===== src/rtl/nco2_sched.sv =====
// -----------------------------------------------------------------------------
// nco2_sched
//   Schedules a two-channel (ping-pong) NCO running on its double-rate clock.
//   The FSM holds the NCO in reset (IDLE/SYNC), then alternates the channel
//   select every cycle in RUN. Host frequency writes land in per-channel
//   shadow registers. They are committed to phi0/phi1 only at the end of a
//   channel pair in RUN, so the NCO never sees a pair that mixes an old word
//   with a new one. In IDLE/SYNC they are committed on the very next edge.
//
// Ports
//   clk_2x    in   NCO double-rate clock; all logic on its rising edge
//   rst_n     in   asynchronous active-low reset
//   en        in   run enable (low -> IDLE, NCO held in reset)
//   wr_valid  in   host write request
//   wr_chan   in   write target (0 -> phi0, 1 -> phi1)
//   wr_freq   in   new phase increment [31:0]
//   wr_ready  out  write accepted when wr_valid && wr_ready at an edge
//   sync_req  in   one-cycle phase re-synchronisation request (RUN only)
//   sync_done out  one-cycle pulse on the SYNC -> RUN transition cycle
//   upd_done  out  one-cycle pulse the cycle after a commit of >= 1 channel
//   state     out  channel select to the NCO
//   phi0/phi1 out  committed channel increments [31:0]
//   nco_rst   out  active-high synchronous reset to the NCO
// -----------------------------------------------------------------------------
module nco2_sched #(
   parameter logic [31:0] RESET_FREQ  = 32'h0000_0000,
   parameter int          SYNC_CYCLES = 2
) (
   input  logic        clk_2x,
   input  logic        rst_n,
   input  logic        en,
   input  logic        wr_valid,
   input  logic        wr_chan,
   input  logic [31:0] wr_freq,
   output logic        wr_ready,
   input  logic        sync_req,
   output logic        sync_done,
   output logic        upd_done,
   output logic        state,
   output logic [31:0] phi0,
   output logic [31:0] phi1,
   output logic        nco_rst
);

   localparam int          NUM_CH  = 2;
   localparam logic [3:0]  LP_SYNC = 4'(SYNC_CYCLES);

   typedef enum logic [1:0] {
      ST_IDLE = 2'd0,
      ST_SYNC = 2'd1,
      ST_RUN  = 2'd2
   } st_t;

   st_t                          r_st, w_st_nxt;
   logic [3:0]                   r_cnt, w_cnt_nxt;
   logic                         r_sel;
   logic                         w_sync_done;
   logic                         w_commit;
   logic                         w_acc;
   logic                         r_upd_done;
   logic [NUM_CH-1:0]            r_pend;
   logic [NUM_CH-1:0][31:0]      r_shadow;
   logic [NUM_CH-1:0][31:0]      r_phi;

   // ---------------------------------------------------------------- FSM
   always_ff @(posedge clk_2x or negedge rst_n) begin
      if (!rst_n) begin
         r_st  <= ST_IDLE;
         r_cnt <= 4'd0;
      end else begin
         r_st  <= w_st_nxt;
         r_cnt <= w_cnt_nxt;
      end
   end

   always_comb begin
      w_st_nxt    = r_st;
      w_cnt_nxt   = r_cnt;
      w_sync_done = 1'b0;
      case (r_st)
         ST_IDLE: begin
            if (en) begin
               w_st_nxt  = ST_SYNC;
               w_cnt_nxt = LP_SYNC;
            end
         end
         ST_SYNC: begin
            // sync_req is ignored here; only en can abort the sequence
            if (!en) begin
               w_st_nxt  = ST_IDLE;
               w_cnt_nxt = 4'd0;
            end else if (r_cnt <= 4'd1) begin
               w_st_nxt    = ST_RUN;
               w_cnt_nxt   = 4'd0;
               w_sync_done = 1'b1;
            end else begin
               w_cnt_nxt = r_cnt - 4'd1;
            end
         end
         ST_RUN: begin
            if (!en) begin
               w_st_nxt = ST_IDLE;
            end else if (sync_req) begin
               w_st_nxt  = ST_SYNC;
               w_cnt_nxt = LP_SYNC;
            end
         end
         default: begin
            w_st_nxt  = ST_IDLE;
            w_cnt_nxt = 4'd0;
         end
      endcase
   end

   // Channel select: held at 0 outside RUN and in the first RUN cycle,
   // toggles only while RUN persists across the edge.
   always_ff @(posedge clk_2x or negedge rst_n) begin
      if (!rst_n)                                 r_sel <= 1'b0;
      else if (r_st == ST_RUN && w_st_nxt == ST_RUN) r_sel <= ~r_sel;
      else                                        r_sel <= 1'b0;
   end

   // ------------------------------------------------------- shadow/commit
   // Commit edges: end of each channel pair in RUN, every edge otherwise.
   // A write accepted on a commit edge targets a non-pending channel, so it
   // is never committed on that same edge.
   assign w_commit = (r_st == ST_RUN) ? r_sel : 1'b1;
   assign wr_ready = ~r_pend[wr_chan];
   assign w_acc    = wr_valid & wr_ready;

   always_ff @(posedge clk_2x or negedge rst_n) begin
      if (!rst_n) begin
         r_pend     <= '0;
         r_shadow   <= {NUM_CH{RESET_FREQ}};
         r_phi      <= {NUM_CH{RESET_FREQ}};
         r_upd_done <= 1'b0;
      end else begin
         r_upd_done <= w_commit & (|r_pend);
         for (int c = 0; c < NUM_CH; c++) begin
            if (w_commit && r_pend[c]) begin
               r_phi[c]  <= r_shadow[c];
               r_pend[c] <= 1'b0;
            end
            if (w_acc && (int'(wr_chan) == c)) begin
               r_shadow[c] <= wr_freq;
               r_pend[c]   <= 1'b1;
            end
         end
      end
   end

   // ------------------------------------------------------------ outputs
   assign nco_rst   = (r_st != ST_RUN);
   assign state     = r_sel;
   assign sync_done = w_sync_done;
   assign upd_done  = r_upd_done;
   assign phi0      = r_phi[0];
   assign phi1      = r_phi[1];

endmodule


===== config.mk =====
export PLATFORM = sky130hd
export DESIGN_NAME = nco2_sched
export DESIGN_NICKNAME = d
export VERILOG_FILES = /design/src/rtl/nco2_sched.sv
export SDC_FILE = /design/constraint.sdc
export NUM_CORES = 1
export LEC_CHECK = 0
export ABC_AREA = 1
export CAP_MARGIN = 25
export CORE_MARGIN = 2
export CORE_UTILIZATION = 51
export DETAILED_ROUTE_END_ITERATION = 12
export HOLD_SLACK_MARGIN = 0.08
export PLACE_DENSITY = 0.83
export SKIP_LAST_GASP = 1
export SYNTH_ARGS = -nofsm -noshare
export SYNTH_HDL_FRONTEND = slang
export SYNTH_SLANG_ARGS = --single-unit

===== constraint.sdc =====
create_clock -name clk_2x -period 1.27 [get_ports clk_2x]
set_input_delay 0.3175 -clock clk_2x [delete_from_list [all_inputs] [get_ports clk_2x]]
set_output_delay 0.3175 -clock clk_2x [all_outputs]
set_load 0.005 [all_outputs]

==> impl_metrics.toml <==
[power]
p_per_area_nw_per_um2 = 2128
ir_worst_vdd_v = 0.001345
clkPwrFrac_pct = 25.5
p_leak_nw = 5.184
p_seq_share_pct = 34.4
swShare_pct = 36.40
p_int_mw = 13.03
pwr-share-comb_pct = 40.0
p_switching_mw = 7.456

[sta]
fin_skew_ps = 10.41
clock.fmax_ghz = 0.5306
slew_headroom_pct = 72.02
fin_ws_ps = -614.8
final_max_slew_viol_count = 0
setup_viol = 203
hold_viol_final = 0
tightest_slew_ps = 418.5
period_needed_ps = 1885
holdWs_ps = 259.5
grt_setup_unrepaired = "true"
period_share_pct = 148.4

[setup_path]
crit_required_ps = 950
max_stage_delay_ps = 420
critPathKind = "reg -> out"
r2r_setup_slack_ps = -400
cp_top_family = "flip-flops"
critPathSlowestCell = "dfrtp_1"
reg2reg_to = "phi0[9]$_DFFE_PN0P_"
start_kind = "register"
cp_max_fo = 3
path_cells = "inv_2 -> ha_4 -> inv_2 -> nand2_2 -> nand2_2 -> nor2_1 -> buf_2"
reg2reg_from = "r_st[1]$_DFF_PN0_"
arrival_ps = 1570
rr_worst_depth = 11
crit_buf_inv = 3
cp-end-kind = "primary output"

[synthesis]
yosys.area_share.adder_pct = 0.4664
synth_area_um2 = 5365
synth_compound_area_share_pct = 6.716
yosysUniqueCellTypes = 21
synthMuxAreaShare_pct = 0
ys_seq_area_share_pct = 64.37
synth_fp_nets = 619
ys_ff_latch = 138
yosysWarnings = 0
avgSynthCellArea_um2 = 9.266
synth-simple-area-share_pct = 21.39
synth_top_family_by_area = "simple AND/OR/NAND/NOR gates"
synth_xor_area_share_pct = 0.1632
syn_inst = 579

[detailed_routing]
finalWirelength_mm = 25.77
initialDrtViolationCount = 633
met1_length_mm = 8.265
wl_met2_mm = 12.11
via_per_inst = 6.080
wl_met3_mm = 3.199
vias = 5958
drtPass1Iterations = 5
top_layer = "met4"
wl_per_cell_um = 26.29
postRouteAntennaNets = 0
drc = 0

[place]
place_hpwl_mm = 8.141
place_area_um2 = 6766
port_buffers = 106
finalWeightedCongestion = 0.8135

[cts]
root_buffer = "clkbuf_8"
cts_buffer_depth = 2
cts_buffers = 17
insertion_delay_ps = 550
htreeDepth = 4
clk_pin_slew_ps = 60
clock_sinks = 138
cts_tree = "built"

[cells_and_area]
final_area_um2 = 9623
layout.nets = 872
area_delta_synth_final_pct = 79.36
antennaDiodeCount = 0
layout-drive-gt1-share_pct = 54.15

[floorplanning]
initial_core_util_pct = 52.20
dieArea_um2 = 11360
die_h_um = 106.6
core_area_um2 = 10280
ios = 107
placement_rows = 37
die_w_um = 106.6

[grt]
grt_usage_pct = 32.72
grt_antenna_before_repair = 0
grt_pass1_wl_mm = 27.89
grt_max_degree = 35
grt_pass1_vias = 5306
grt-ovfl-total = 0

[flow_run]
maxCapViolCount = 0

[worst_hold_path]
hold_class = "in -> async"

[run_status]
status = "complete, but fails checks"
violations = "negative setup slack"
per-layer routing:
layer | up-vias | GRT usage (%)
met5 | - | 0
met4 | 0 | 13.45
met3 | 206 | 7.235
met2 | 616 | 54.69
met1 | 2834 | 41.40
li1 | 2302 | -
cell families (layout without fill, tap and decap cells):
group	count (synthesis)	count (layout)
and+or+nand+nor	294	294
DFF	138	138
buffers and inverters	73	338
AOI/OAI and AO/OA	71	71
adders and majority gates	2	2
xor gates and xnor gates	1	1
cells in the mapped netlist (all sizes together):
cell type / number / area share [%]
nand4: 1 / 0.12
ha: 2 / 0.47
inv: 47 / 3.4
nor2: 9 / 0.82
buf: 23 / 3.3
a21o: 1 / 0.14
clkbuf: 3 / 0.21
nand2: 277 / 20
nand3: 7 / 0.65
xor2: 1 / 0.16
o21bai: 1 / 0.14
dfrtp: 138 / 64
a21oi: 1 / 0.093
o21ai: 68 / 6.3
stage by stage:
stage | power, mW | cells | setup slack (ps) | utilization, % | TNS (ps)
2_1_floorplan | 8.324 | 579 | 16.15 | - | 0
3_3_place_gp | 11.03 | 825 | -553.8 | 65.84 | -26970
3_5_place_dp | 11.24 | 825 | -555.1 | 65.84 | -31050
4_1_cts | 17.42 | 923 | -591.2 | 80.55 | -26340
5_1_grt | 21.06 | 980 | -690.1 | 93.63 | -52300
6_report | 20.48 | 980 | -614.8 | 93.63 | -47310
worst max path at each step:
| stage | from | endpoint | slack [ps] | cells past startpoint |
|---|---|---|---|---|
| after floorplan | r_cnt[0]$_DFFE_PN0P_ | sync_done | 20 | 6 |
| after detailed placement | en | sync_done | -560 | 4 |
| after global placement | en | sync_done | -550 | 4 |
| after CTS | r_cnt[0]$_DFFE_PN0P_ | sync_done | -590 | 7 |
| after global routing | r_cnt[0]$_DFFE_PN0P_ | sync_done | -690 | 7 |
| final | r_cnt[0]$_DFFE_PN0P_ | sync_done | -610 | 7 |
timing repair:
action                                  CTS  global route
pin swaps                                33            26
hold endpoints to repair                138             0
resized for setup                       392           278
cloned                                   16            14
hold buffers                              1             0
setup buffers                            52            58
endpoints found under the setup margin  138           198
flip-flops by register name, summed over array words and instances (netlist names):
| register | flops |
|---|---|
| r_shadow | 64 |
| phi0 | 32 |
| phi1 | 32 |
| r_cnt | 4 |
| r_pend | 2 |
| r_st | 2 |
| state | 1 |
| upd_done | 1 |
cells in the final DEF (no fill, tap or decap), types with 25 or more instances in the layout:
cell / synthesis / routed
nand2_2: 0 / 83
buf_2: 7 / 66
o21ai_2: 0 / 30
dfrtp_1: 138 / 136
inv_1: 44 / 39
buf_12: 0 / 25
nand2_4: 3 / 65
buf_4: 10 / 83
clkdlybuf4s50_1: 0 / 36
nand2_1: 274 / 125
power by group through the flow:
stage | registers [mW] | clock network (mW) | logic [mW]
2_1_floorplan | 6.61 | 0 | 1.72
3_3_place_gp | 6.61 | 0 | 4.42
3_5_place_dp | 6.65 | 0 | 4.59
4_1_cts | 6.65 | 5.07 | 5.71
5_1_grt | 7.08 | 5.43 | 8.55
6_report | 7.05 | 5.23 | 8.20
layout make-up:
| cell class | count | area, um^2 |
|---|---|---|
| fillers | 287 | 654.4 |
| flip-flops and latches | 138 | 3456 |
| repair inverters | 7 | 132.6 |
| inverters | 47 | 219.0 |
| multi-input cells | 368 | 2492 |
| repair buffers | 253 | 2549 |
| clock buffers | 19 | 441.7 |
| well taps | 136 | 170.2 |
| clock inverters | 12 | 162.7 |
Power figures use the tool's default switching activity.
